===== src/rtl/mpemu_core.sv =====
// -----------------------------------------------------------------------------
// mpemu_core
//   Pipelined signed multiplier emulation for the dmix mixer datapath.
//   Multiplies a signed 24-bit sample by a signed 16-bit coefficient and
//   returns the exact signed 40-bit product LATENCY rising edges after capture
//   (the capture edge counts as the first). Throughput is one pair per cycle.
//
//   Optional build macro: MPEMU_ROUNDSAT_EN
//     When defined, adds mprod24_o: product >>> 15, rounded half-up on bit 14
//     and saturated to 24 bits, time-aligned with mprod_o.
//
// Ports
//   clk        in   1   system clock, rising edge
//   rst_n      in   1   synchronous active-low reset, clears every stage
//   mpcand_i   in   24  signed multiplicand
//   mplier_i   in   16  signed multiplier
//   mprod_o    out  40  signed product, registered
//   mprod24_o  out  24  rounded/saturated Q-shifted product (macro only)
// -----------------------------------------------------------------------------
module mpemu_core #(
    parameter int LATENCY = 6
) (
    input  logic        clk,
    input  logic        rst_n,
    input  logic [23:0] mpcand_i,
    input  logic [15:0] mplier_i,
    output logic [39:0] mprod_o
`ifdef MPEMU_ROUNDSAT_EN
    ,
    output logic [23:0] mprod24_o
`endif
);

    // Product shift register depth. With LATENCY==1 the operand register is
    // skipped and the product register itself is the only stage.
    localparam int STG = (LATENCY > 1) ? LATENCY - 1 : 1;

    logic signed [39:0] mul;
    logic signed [39:0] pipe [STG];

    generate
        if (LATENCY == 1) begin : g_comb
            always_comb begin
                mul = $signed({{16{mpcand_i[23]}}, mpcand_i})
                    * $signed({{24{mplier_i[15]}}, mplier_i});
            end
        end else begin : g_opreg
            logic [23:0] cand_q;
            logic [15:0] plier_q;

            always_ff @(posedge clk) begin
                if (!rst_n) begin
                    cand_q  <= '0;
                    plier_q <= '0;
                end else begin
                    cand_q  <= mpcand_i;
                    plier_q <= mplier_i;
                end
            end

            // 40x40 signed multiply truncated to 40 bits is exact here
            // because 24+16 bits cannot overflow a 40-bit result.
            always_comb begin
                mul = $signed({{16{cand_q[23]}}, cand_q})
                    * $signed({{24{plier_q[15]}}, plier_q});
            end
        end
    endgenerate

    always_ff @(posedge clk) begin
        if (!rst_n) begin
            for (int i = 0; i < STG; i++) pipe[i] <= '0;
        end else begin
            pipe[0] <= mul;
            for (int i = 1; i < STG; i++) pipe[i] <= pipe[i-1];
        end
    end

    assign mprod_o = pipe[STG-1];

`ifdef MPEMU_ROUNDSAT_EN
    function automatic logic [23:0] round_sat(input logic signed [39:0] p);
        logic signed [39:0] sh;
        logic signed [39:0] t;
        // Shift held in its own signed variable so the add below cannot turn
        // the arithmetic shift into a logical one.
        sh = p >>> 15;
        t  = sh + $signed({39'd0, p[14]});
        if (t > 40'sd8388607)       return 24'h7FFFFF;
        else if (t < -40'sd8388608) return 24'h800000;
        else                        return t[23:0];
    endfunction

    // Value entering the final product register; rounding is registered in
    // parallel with it so mprod24_o tracks mprod_o cycle for cycle.
    logic signed [39:0] last_d;
    logic [23:0]        rs_q;

    generate
        if (STG == 1) begin : g_last_mul
            assign last_d = mul;
        end else begin : g_last_pipe
            assign last_d = pipe[STG-2];
        end
    endgenerate

    always_ff @(posedge clk) begin
        if (!rst_n) rs_q <= '0;
        else        rs_q <= round_sat(last_d);
    end

    assign mprod24_o = rs_q;
`endif

endmodule


===== config.mk =====
export PLATFORM = sky130hd
export DESIGN_NAME = mpemu_core
export DESIGN_NICKNAME = d
export VERILOG_FILES = /design/src/rtl/mpemu_core.sv
export SDC_FILE = /design/constraint.sdc
export NUM_CORES = 1
export LEC_CHECK = 0
export CORE_MARGIN = 5
export CORE_UTILIZATION = 45
export CTS_BUF_LIST = sky130_fd_sc_hd__clkbuf_4 sky130_fd_sc_hd__clkbuf_8 sky130_fd_sc_hd__clkbuf_16
export DETAILED_ROUTE_END_ITERATION = 7
export SKIP_CTS_REPAIR_TIMING = 1
export SYNTH_ARGS = -nofsm -noshare
export SYNTH_HDL_FRONTEND = slang
export SYNTH_SLANG_ARGS = --single-unit

===== constraint.sdc =====
create_clock -name clk -period 9.6 [get_ports clk]
set_input_delay 2.88 -clock clk [delete_from_list [all_inputs] [get_ports clk]]
set_output_delay 2.88 -clock clk [all_outputs]
set_load 0.05 [all_outputs]

==> results.sh, run 1 <==
export IMPL_postSynthCellCount=2118
export IMPL_first_iter_violations=702
export IMPL_synth_commonest_cells="sky130_fd_sc_hd__inv_1, sky130_fd_sc_hd__fa_1, sky130_fd_sc_hd__and2_1, sky130_fd_sc_hd__dfxtp_1, sky130_fd_sc_hd__nand2_1"
export IMPL_synthDistinctLibCells=58
export IMPL_path_class="reg2reg"
export IMPL_start_util_pct=45.5
export IMPL_cts_buffers_inserted=25
export IMPL_grt_max_degree=137
export IMPL_drt_vias_per_instance=4.78
export IMPL_place_port_buffers=81
export IMPL_multi_input_comb_area_um2=13500
export IMPL_power_frac_comb_pct=44.2
export IMPL_post_synthesis_sequential_area_ratio_pct=23.3
export IMPL_synth_simple_gate_area_share_pct=17.8
export IMPL_setup_total_negative_slack_ns=0
export IMPL_grt_pass1_wl_mm=74.6
export IMPL_hpwl_mm=33.3
export IMPL_max_freq_mhz=142
export IMPL_footprint_of_the_flip_flops_and_latches_um2=4800
export IMPL_finalNonFillerCells=2719
export IMPL_hold_viol_final=0
export IMPL_grt_pass1_vias=14223
export IMPL_rsz_0062_raised_after_global_routing="no"
export IMPL_timing_max_cap_violations=0
export IMPL_synth_adder_area_share_pct=42.3
export IMPL_route_final_wire_length_mm=43.4
export IMPL_report_final_slew_viol_count=0
export IMPL_power_share_clock_pct=26.4
export IMPL_arrival_ns=7.51
export IMPL_outcome="complete, no violations"
export IMPL_antenna_found_initial=1
export IMPL_coreArea_um2=45300
export IMPL_clockBufferDepth=3
export IMPL_leakage_nw=10.8
export IMPL_postSynthNetCount=2632
export IMPL_holdCritPathClass="reg2reg"
export IMPL_max_fo_critical_path=24
export IMPL_setup_viol=0
export IMPL_antenna_diode_count=0
export IMPL_synth_compound_gate_area_share_pct=3.83
export IMPL_swShare_pct=36.6
export IMPL_layout_min_cycle_time_ns=7.04
export IMPL_die_x_um=224
export IMPL_gpl_final_weighted_congestion=0.863
export IMPL_ys_ff_latch=240
export IMPL_global_route_overflow_total=0
export IMPL_placementRows=78
export IMPL_yosys_cell_count_top_type="sky130_fd_sc_hd__inv_1"
export IMPL_worst_pin_slew_ns=1.12
export IMPL_gr_usage_all_layers_pct=18.2
export IMPL_startpoint_type="flop"
export IMPL_synthArstFlopShare_pct=0
export IMPL_clk_pin_slew_worst_paths_ns=0.07
export IMPL_dpl_cell_count=2674
export IMPL_final_net_count=2615
export IMPL_h_tree_depth=1
export IMPL_clock_root_buffer="sky130_fd_sc_hd__clkbuf_16"
export IMPL_muxShareOfSynthArea_pct=0.346
export IMPL_tritoncts_clock_tree="built"
export IMPL_max_slew_margin_rel_pct=25.0
export IMPL_cp_end_kind="flop"
export IMPL_die_height_um=224
export IMPL_drive_gt1_share_pct=2.83
export IMPL_combinational_family_with_the_most_area_after_synthesis="adder cells"
export IMPL_post_synth_cell_area_avg_um2=9.72
export IMPL_post_route_period_util_pct=73.3
export IMPL_post_synth_top_area_cell="sky130_fd_sc_hd__fa_1"
export IMPL_routed_wire_length_per_instance_um=16.0
export IMPL_seq_power_share_pct=29.4
export IMPL_timing_clock_skew_ns=0.0235
export IMPL_route_antenna_remaining_nets=0
export IMPL_synth_xor_xnor_area_share_pct=1.36
export IMPL_relative_area_change_from_synthesis_to_final_layout_pct=9.16
export IMPL_cp_required_ns=10.07
export IMPL_die_area_um2=50100
export IMPL_yosysTopAreaCellShare_pct=36.4
export IMPL_synth_edff_count=0
export IMPL_cellInternalPower_w=0.00260
export IMPL_ys_flop_type="sky130_fd_sc_hd__dfxtp_1"
export IMPL_io_pin_count=82
export IMPL_worst_skew_pair_late_latency_ns=0.55
export IMPL_vias=13004
export IMPL_yosys_warnings=0
export IMPL_detail_route_first_pass_iterations=5
export IMPL_cts_sink_count=240
export IMPL_layout_filler_cells=4220
export IMPL_post_synth_instance_area_um2=20600
export IMPL_netSwitchingPower_w=0.00150
export IMPL_synth_top_cells_by_area="sky130_fd_sc_hd__fa_1, sky130_fd_sc_hd__dfxtp_1, sky130_fd_sc_hd__and2_1, sky130_fd_sc_hd__inv_1, sky130_fd_sc_hd__ha_1"
export IMPL_power_per_cell_area_nw_per_um2=182
export IMPL_ir_worst_vdd_uv=129
export IMPL_drt_drc_violations_left=0
[final timing paths]
check	from	end	cells past startpoint	slack [ns]
min	pipe[0][6]	pipe[0][46]	1	0.43
max	g_opreg.plier_q[3]	pipe[0][38]	21	2.56
min reg2reg	pipe[0][6]	pipe[0][46]	1	0.43
max reg2reg	g_opreg.plier_q[3]	pipe[0][38]	21	2.56
[final cells by class]
cell class / count / share of cell area [%]
sequential: 240 / 21.4
inverter: 437 / 7.30
clock buffer: 29 / 2.97
timing repair buffer: 83 / 3.68
multi-input combinational: 1314 / 60.1
tap: 600 / 3.34
clock inverter: 16 / 1.20
[sequential cells by signal (all words and copies together) (netlist names)]
| signal | flops |
|---|---|
| g_opreg.cand_q | 24 |
| g_opreg.plier_q | 16 |
| pipe | 200 |
[kinds of logic after synthesis]
| kind of cell | Yosys count |
|---|---|
| AOI/OAI and AO/OA | 108 |
| DFF | 240 |
| and+or+nand+nor | 695 |
| xor gates and xnor gates | 32 |
| adders and majority gates | 472 |
| buffers and inverters | 564 |
| muxes | 7 |
[stage by stage]
| stage | instance area (um^2) | hold slack [ns] | setup WS, ns | total power (W) | utilization, % |
|---|---|---|---|---|---|
| 2_1_floorplan | 20600 | 0.412 | 3.35 | 0.00258 | - |
| 3_3_place_gp | 21500 | 0.413 | 2.67 | 0.00300 | 47.6 |
| 3_5_place_dp | 21500 | 0.417 | 2.58 | 0.00303 | 47.6 |
| 4_1_cts | 22500 | 0.428 | 2.55 | 0.00415 | 49.6 |
| 5_1_grt | 22500 | 0.436 | 2.24 | 0.00448 | 49.6 |
| 6_report | 22500 | 0.427 | 2.56 | 0.00410 | 49.6 |
[cell usage in the layout (no fill, tap or decap), types with 3 or more instances in the layout]
cell type,count
sky130_fd_sc_hd__inv_1,436
sky130_fd_sc_hd__fa_1,374
sky130_fd_sc_hd__and2_1,370
sky130_fd_sc_hd__dfxtp_1,240
sky130_fd_sc_hd__nand2_1,233
sky130_fd_sc_hd__ha_1,98
sky130_fd_sc_hd__clkdlybuf4s50_1,80
sky130_fd_sc_hd__nor2_1,39
sky130_fd_sc_hd__a21oi_1,26
sky130_fd_sc_hd__clkbuf_16,25
sky130_fd_sc_hd__xnor2_1,23
sky130_fd_sc_hd__nand2b_1,16
sky130_fd_sc_hd__a21o_1,16
sky130_fd_sc_hd__o21ai_0,12
sky130_fd_sc_hd__xor2_1,9
sky130_fd_sc_hd__and3_1,9
sky130_fd_sc_hd__nand3_1,7
sky130_fd_sc_hd__bufinv_16,7
sky130_fd_sc_hd__o21bai_1,6
sky130_fd_sc_hd__mux2i_1,6
sky130_fd_sc_hd__clkinv_2,6
sky130_fd_sc_hd__o21a_1,5
sky130_fd_sc_hd__a211oi_1,5
sky130_fd_sc_hd__o211ai_1,5
sky130_fd_sc_hd__a31oi_1,5
sky130_fd_sc_hd__nor3_1,4
sky130_fd_sc_hd__a211o_1,3
sky130_fd_sc_hd__a221o_1,3
sky130_fd_sc_hd__nand4_1,3
sky130_fd_sc_hd__or3_1,3
[worst max-delay path, cell delays in order, from the launching register on]
cell,delay [ns]
sky130_fd_sc_hd__dfxtp_1,1.01
sky130_fd_sc_hd__nand2_1,0.19
sky130_fd_sc_hd__fa_1,0.57
sky130_fd_sc_hd__inv_1,0.05
sky130_fd_sc_hd__fa_1,0.53
sky130_fd_sc_hd__inv_1,0.05
sky130_fd_sc_hd__fa_1,0.50
sky130_fd_sc_hd__inv_1,0.06
sky130_fd_sc_hd__fa_1,0.50
sky130_fd_sc_hd__fa_1,0.49
sky130_fd_sc_hd__inv_1,0.05
sky130_fd_sc_hd__fa_1,0.47
sky130_fd_sc_hd__inv_1,0.04
sky130_fd_sc_hd__ha_1,0.37
sky130_fd_sc_hd__a21oi_1,0.24
sky130_fd_sc_hd__o21ai_0,0.19
sky130_fd_sc_hd__o311ai_0,0.48
sky130_fd_sc_hd__and4b_1,0.27
sky130_fd_sc_hd__a21o_1,0.23
sky130_fd_sc_hd__o21ai_0,0.22
sky130_fd_sc_hd__a31oi_1,0.26
sky130_fd_sc_hd__mux2i_1,0.20
[per-layer routing]
metal  share of wire, %  global-route usage [%]
met1                 47                    26.9
met5                  0                       0
met3                7.4                    3.54
met4                2.0                    4.11
met2                 44                    27.9
[power groups by stage]
stage	registers (W)	logic (W)	clock network, W
global placement	0.00123	0.00177	0
detailed placement	0.00123	0.00181	0
finish	0.00121	0.00181	0.00108
floorplan	0.00117	0.00141	0
CTS	0.00121	0.00182	0.00113
global route	0.00122	0.00209	0.00116
Power figures use the tool's default switching activity.
==> inputs of run 2 (changes only) <==
Clock period 9.6 ns to 5.8 ns, I/O delays scaled along.
==> results.sh, run 2 (same netlist as run 1, synthesis figures left out) <==
export IMPL_outcome="finished, violations left"
export IMPL_violations_in_the_final_reports="negative setup slack"
export IMPL_layout_commonest_cell="sky130_fd_sc_hd__inv_1"
export IMPL_clock_root_buffer="sky130_fd_sc_hd__clkbuf_16"
export IMPL_seq_power_share_pct=24.9
export IMPL_global_route_overflow_total=0
export IMPL_max_slew_margin_rel_pct=47.1
export IMPL_worst_pin_slew_ns=0.793
export IMPL_power_per_cell_area_nw_per_um2=309
export IMPL_grt_pass1_wl_mm=74.3
export IMPL_die_x_um=224
export IMPL_grt_most_used_layer="met2"
export IMPL_timing_rr_start="g_opreg.cand_q[14]"
export IMPL_final_net_count=2831
export IMPL_place_port_buffers=81
export IMPL_placementRows=78
export IMPL_ir_worst_vdd_uv=227
export IMPL_clk_pin_slew_worst_paths_ns=0.06
export IMPL_antenna_found_initial=0
export IMPL_timing_critical_path_from="g_opreg.cand_q[14]"
export IMPL_drt_drc_violations_left=0
export IMPL_die_height_um=224
export IMPL_antenna_diode_count=0
export IMPL_relative_area_change_from_synthesis_to_final_layout_pct=21.4
export IMPL_power_frac_comb_pct=53.6
export IMPL_layout_filler_cells=4085
export IMPL_route_antenna_remaining_nets=0
export IMPL_grt_pass1_vias=14672
export IMPL_start_util_pct=45.5
export IMPL_reg_with_most_ffs="pipe"
export IMPL_multi_input_comb_area_um2=14000
export IMPL_detail_route_first_pass_iterations=5
export IMPL_footprint_of_the_flip_flops_and_latches_um2=4880
export IMPL_worst_skew_pair_late_latency_ns=0.54
export IMPL_reg2reg_setup_slack_ns=-0.35
export IMPL_route_final_wire_length_mm=44.8
export IMPL_reg2reg_depth=20
export IMPL_rsz_0062_raised_after_global_routing="yes"
export IMPL_power_share_clock_pct=21.6
export IMPL_post_route_period_util_pct=106
export IMPL_grt_met2_usage_pct=29.1
export IMPL_whs_endpoint="pipe[0][83]"
export IMPL_timing_max_cap_violations=0
export IMPL_drt_vias_per_instance=4.67
export IMPL_setup_viol=13
export IMPL_r2r_end="pipe[0][39]"
export IMPL_path_class="reg2reg"
export IMPL_holdCritPathClass="reg2reg"
export IMPL_hold_viol_final=0
export IMPL_use_met3_pct=3.77
export IMPL_drive_gt1_share_pct=17.0
export IMPL_crit_path_frequent_cell="sky130_fd_sc_hd__fa_1"
export IMPL_cts_sink_count=240
export IMPL_groute_layer_met1_usage_pct=25.1
export IMPL_arrival_ns=6.59
export IMPL_hpwl_mm=35.7
export IMPL_vias=13720
export IMPL_cp_cell_sequence="buf_6, buf_6, and2_4, fa_1, fa_1, fa_1, fa_1, fa_1, inv_1, fa_1, inv_2, ha_4, a211o_1, a221o_1, a221o_1, a21o_1, a21oi_4, o211ai_2, o41ai_2, mux2_1"
export IMPL_finalNonFillerCells=2935
export IMPL_netSwitchingPower_w=0.00284
export IMPL_io_pin_count=82
export IMPL_max_freq_mhz=163
export IMPL_timing_clock_skew_ns=0.0103
export IMPL_final_cell_mix="sky130_fd_sc_hd__inv_1, sky130_fd_sc_hd__and2_1, sky130_fd_sc_hd__fa_1"
export IMPL_largest_register_ff_count=200
export IMPL_setup_slack_of_the_critical_path_after_layout_ns=-0.352
export IMPL_die_area_um2=50100
export IMPL_cp_required_ns=6.23
export IMPL_leading_registers_by_flop_count="pipe x200, g_opreg.cand_q x24, g_opreg.plier_q x16"
export IMPL_cp_end_kind="flop"
export IMPL_cellInternalPower_w=0.00489
export IMPL_first_iter_violations=614
export IMPL_gpl_final_weighted_congestion=0.870
export IMPL_gr_usage_all_layers_pct=17.9
export IMPL_routed_wire_length_per_instance_um=15.3
export IMPL_report_final_slew_viol_count=0
export IMPL_swShare_pct=36.7
export IMPL_layout_min_cycle_time_ns=6.15
export IMPL_h_tree_depth=1
export IMPL_critPathMaxStageDelay_ns=0.54
export IMPL_final_core_util_pct=55.2
export IMPL_dpl_cell_count=2847
export IMPL_startpoint_type="flop"
export IMPL_cts_buffers_inserted=26
export IMPL_hold_path_startpoint="pipe[0][43]"
export IMPL_timing_hold_worst_path_depth=1
export IMPL_grt_max_degree=137
export IMPL_tritoncts_clock_tree="built"
export IMPL_coreArea_um2=45300
export IMPL_max_fo_critical_path=3
export IMPL_leakage_nw=12.1
export IMPL_critPathSlowestCell="sky130_fd_sc_hd__fa_1"
export IMPL_clockBufferDepth=3
-- run 2: changes by cell type in the layout (fill, tap and decap cells not counted), moves of 11 or more --
cell / delta
sky130_fd_sc_hd__ha_4: +11
sky130_fd_sc_hd__buf_12: +21
sky130_fd_sc_hd__dfxtp_4: +15
sky130_fd_sc_hd__dfxtp_1: -28
sky130_fd_sc_hd__inv_1: -16
sky130_fd_sc_hd__dfxtp_2: +13
sky130_fd_sc_hd__fa_2: +18
sky130_fd_sc_hd__buf_4: +168
sky130_fd_sc_hd__fa_1: -18
sky130_fd_sc_hd__ha_1: -12
sky130_fd_sc_hd__inv_2: +16
sky130_fd_sc_hd__buf_6: +22
-- run 2: stage by stage --
| stage | setup TNS (ns) | power (W) | hold WS, ns | setup WS, ns | instance area [um^2] |
|---|---|---|---|---|---|
| final | -1.74 | 0.00773 | 0.426 | -0.352 | 25000 |
| after global routing | -5.66 | 0.00840 | 0.436 | -0.530 | 25000 |
| after CTS | -5.37 | 0.00730 | 0.425 | -0.579 | 24000 |
| after detailed placement | -4.71 | 0.00559 | 0.417 | -0.556 | 23100 |
| after global placement | -3.24 | 0.00552 | 0.413 | -0.428 | 23100 |
| after floorplan | -0.255 | 0.00433 | 0.412 | -0.247 | 20700 |
-- run 2: worst max-delay path, delay by kind of cell (launching register included) --
kind / cells / cell delay [ns]
AND/OR/NAND/NOR: 1 / 0.15
multiplexers: 1 / 0.34
adder cells (fa/ha/maj): 7 / 3.32
flip-flops: 1 / 0.34
buffers and inverters: 4 / 0.33
AO/OA/AOI/OAI: 7 / 1.57
-- run 2: cell type report --
class	count	area share, %
clock buffers	34	2.99
well taps	600	3.00
inverters	437	6.56
clock inverters	12	0.531
multi-input cells	1314	56.1
repair buffers	298	11.3
flip-flops and latches	240	19.5
-- run 2: routing by layer --
metal  share of wire, %  vias to the layer above  wire [um]
li1                   -                     6539          -
met4                2.1                        0        931
met2                 46                      325      20800
met1                 45                     6788      20200
met3                6.5                       68       2920
met5                  0                        -          0
-- run 2: worst max-delay path by stage --
stage                        to  slack, ns  cells after the start
floorplan           pipe[0][39]      -0.25                     22
global placement    pipe[0][39]      -0.43                     20
detailed placement  pipe[0][39]      -0.56                     19
CTS                 pipe[0][39]      -0.58                     21
global route        pipe[0][39]      -0.53                     20
finish              pipe[0][39]      -0.35                     20
-- run 2: power by group through the flow --
stage               combinational [W]  sequential (W)  clock, W
global placement              0.00356         0.00196         0
global route                  0.00466         0.00195   0.00179
finish                        0.00414         0.00192   0.00167
detailed placement            0.00362         0.00197         0
floorplan                     0.00239         0.00194         0
CTS                           0.00365         0.00193   0.00172
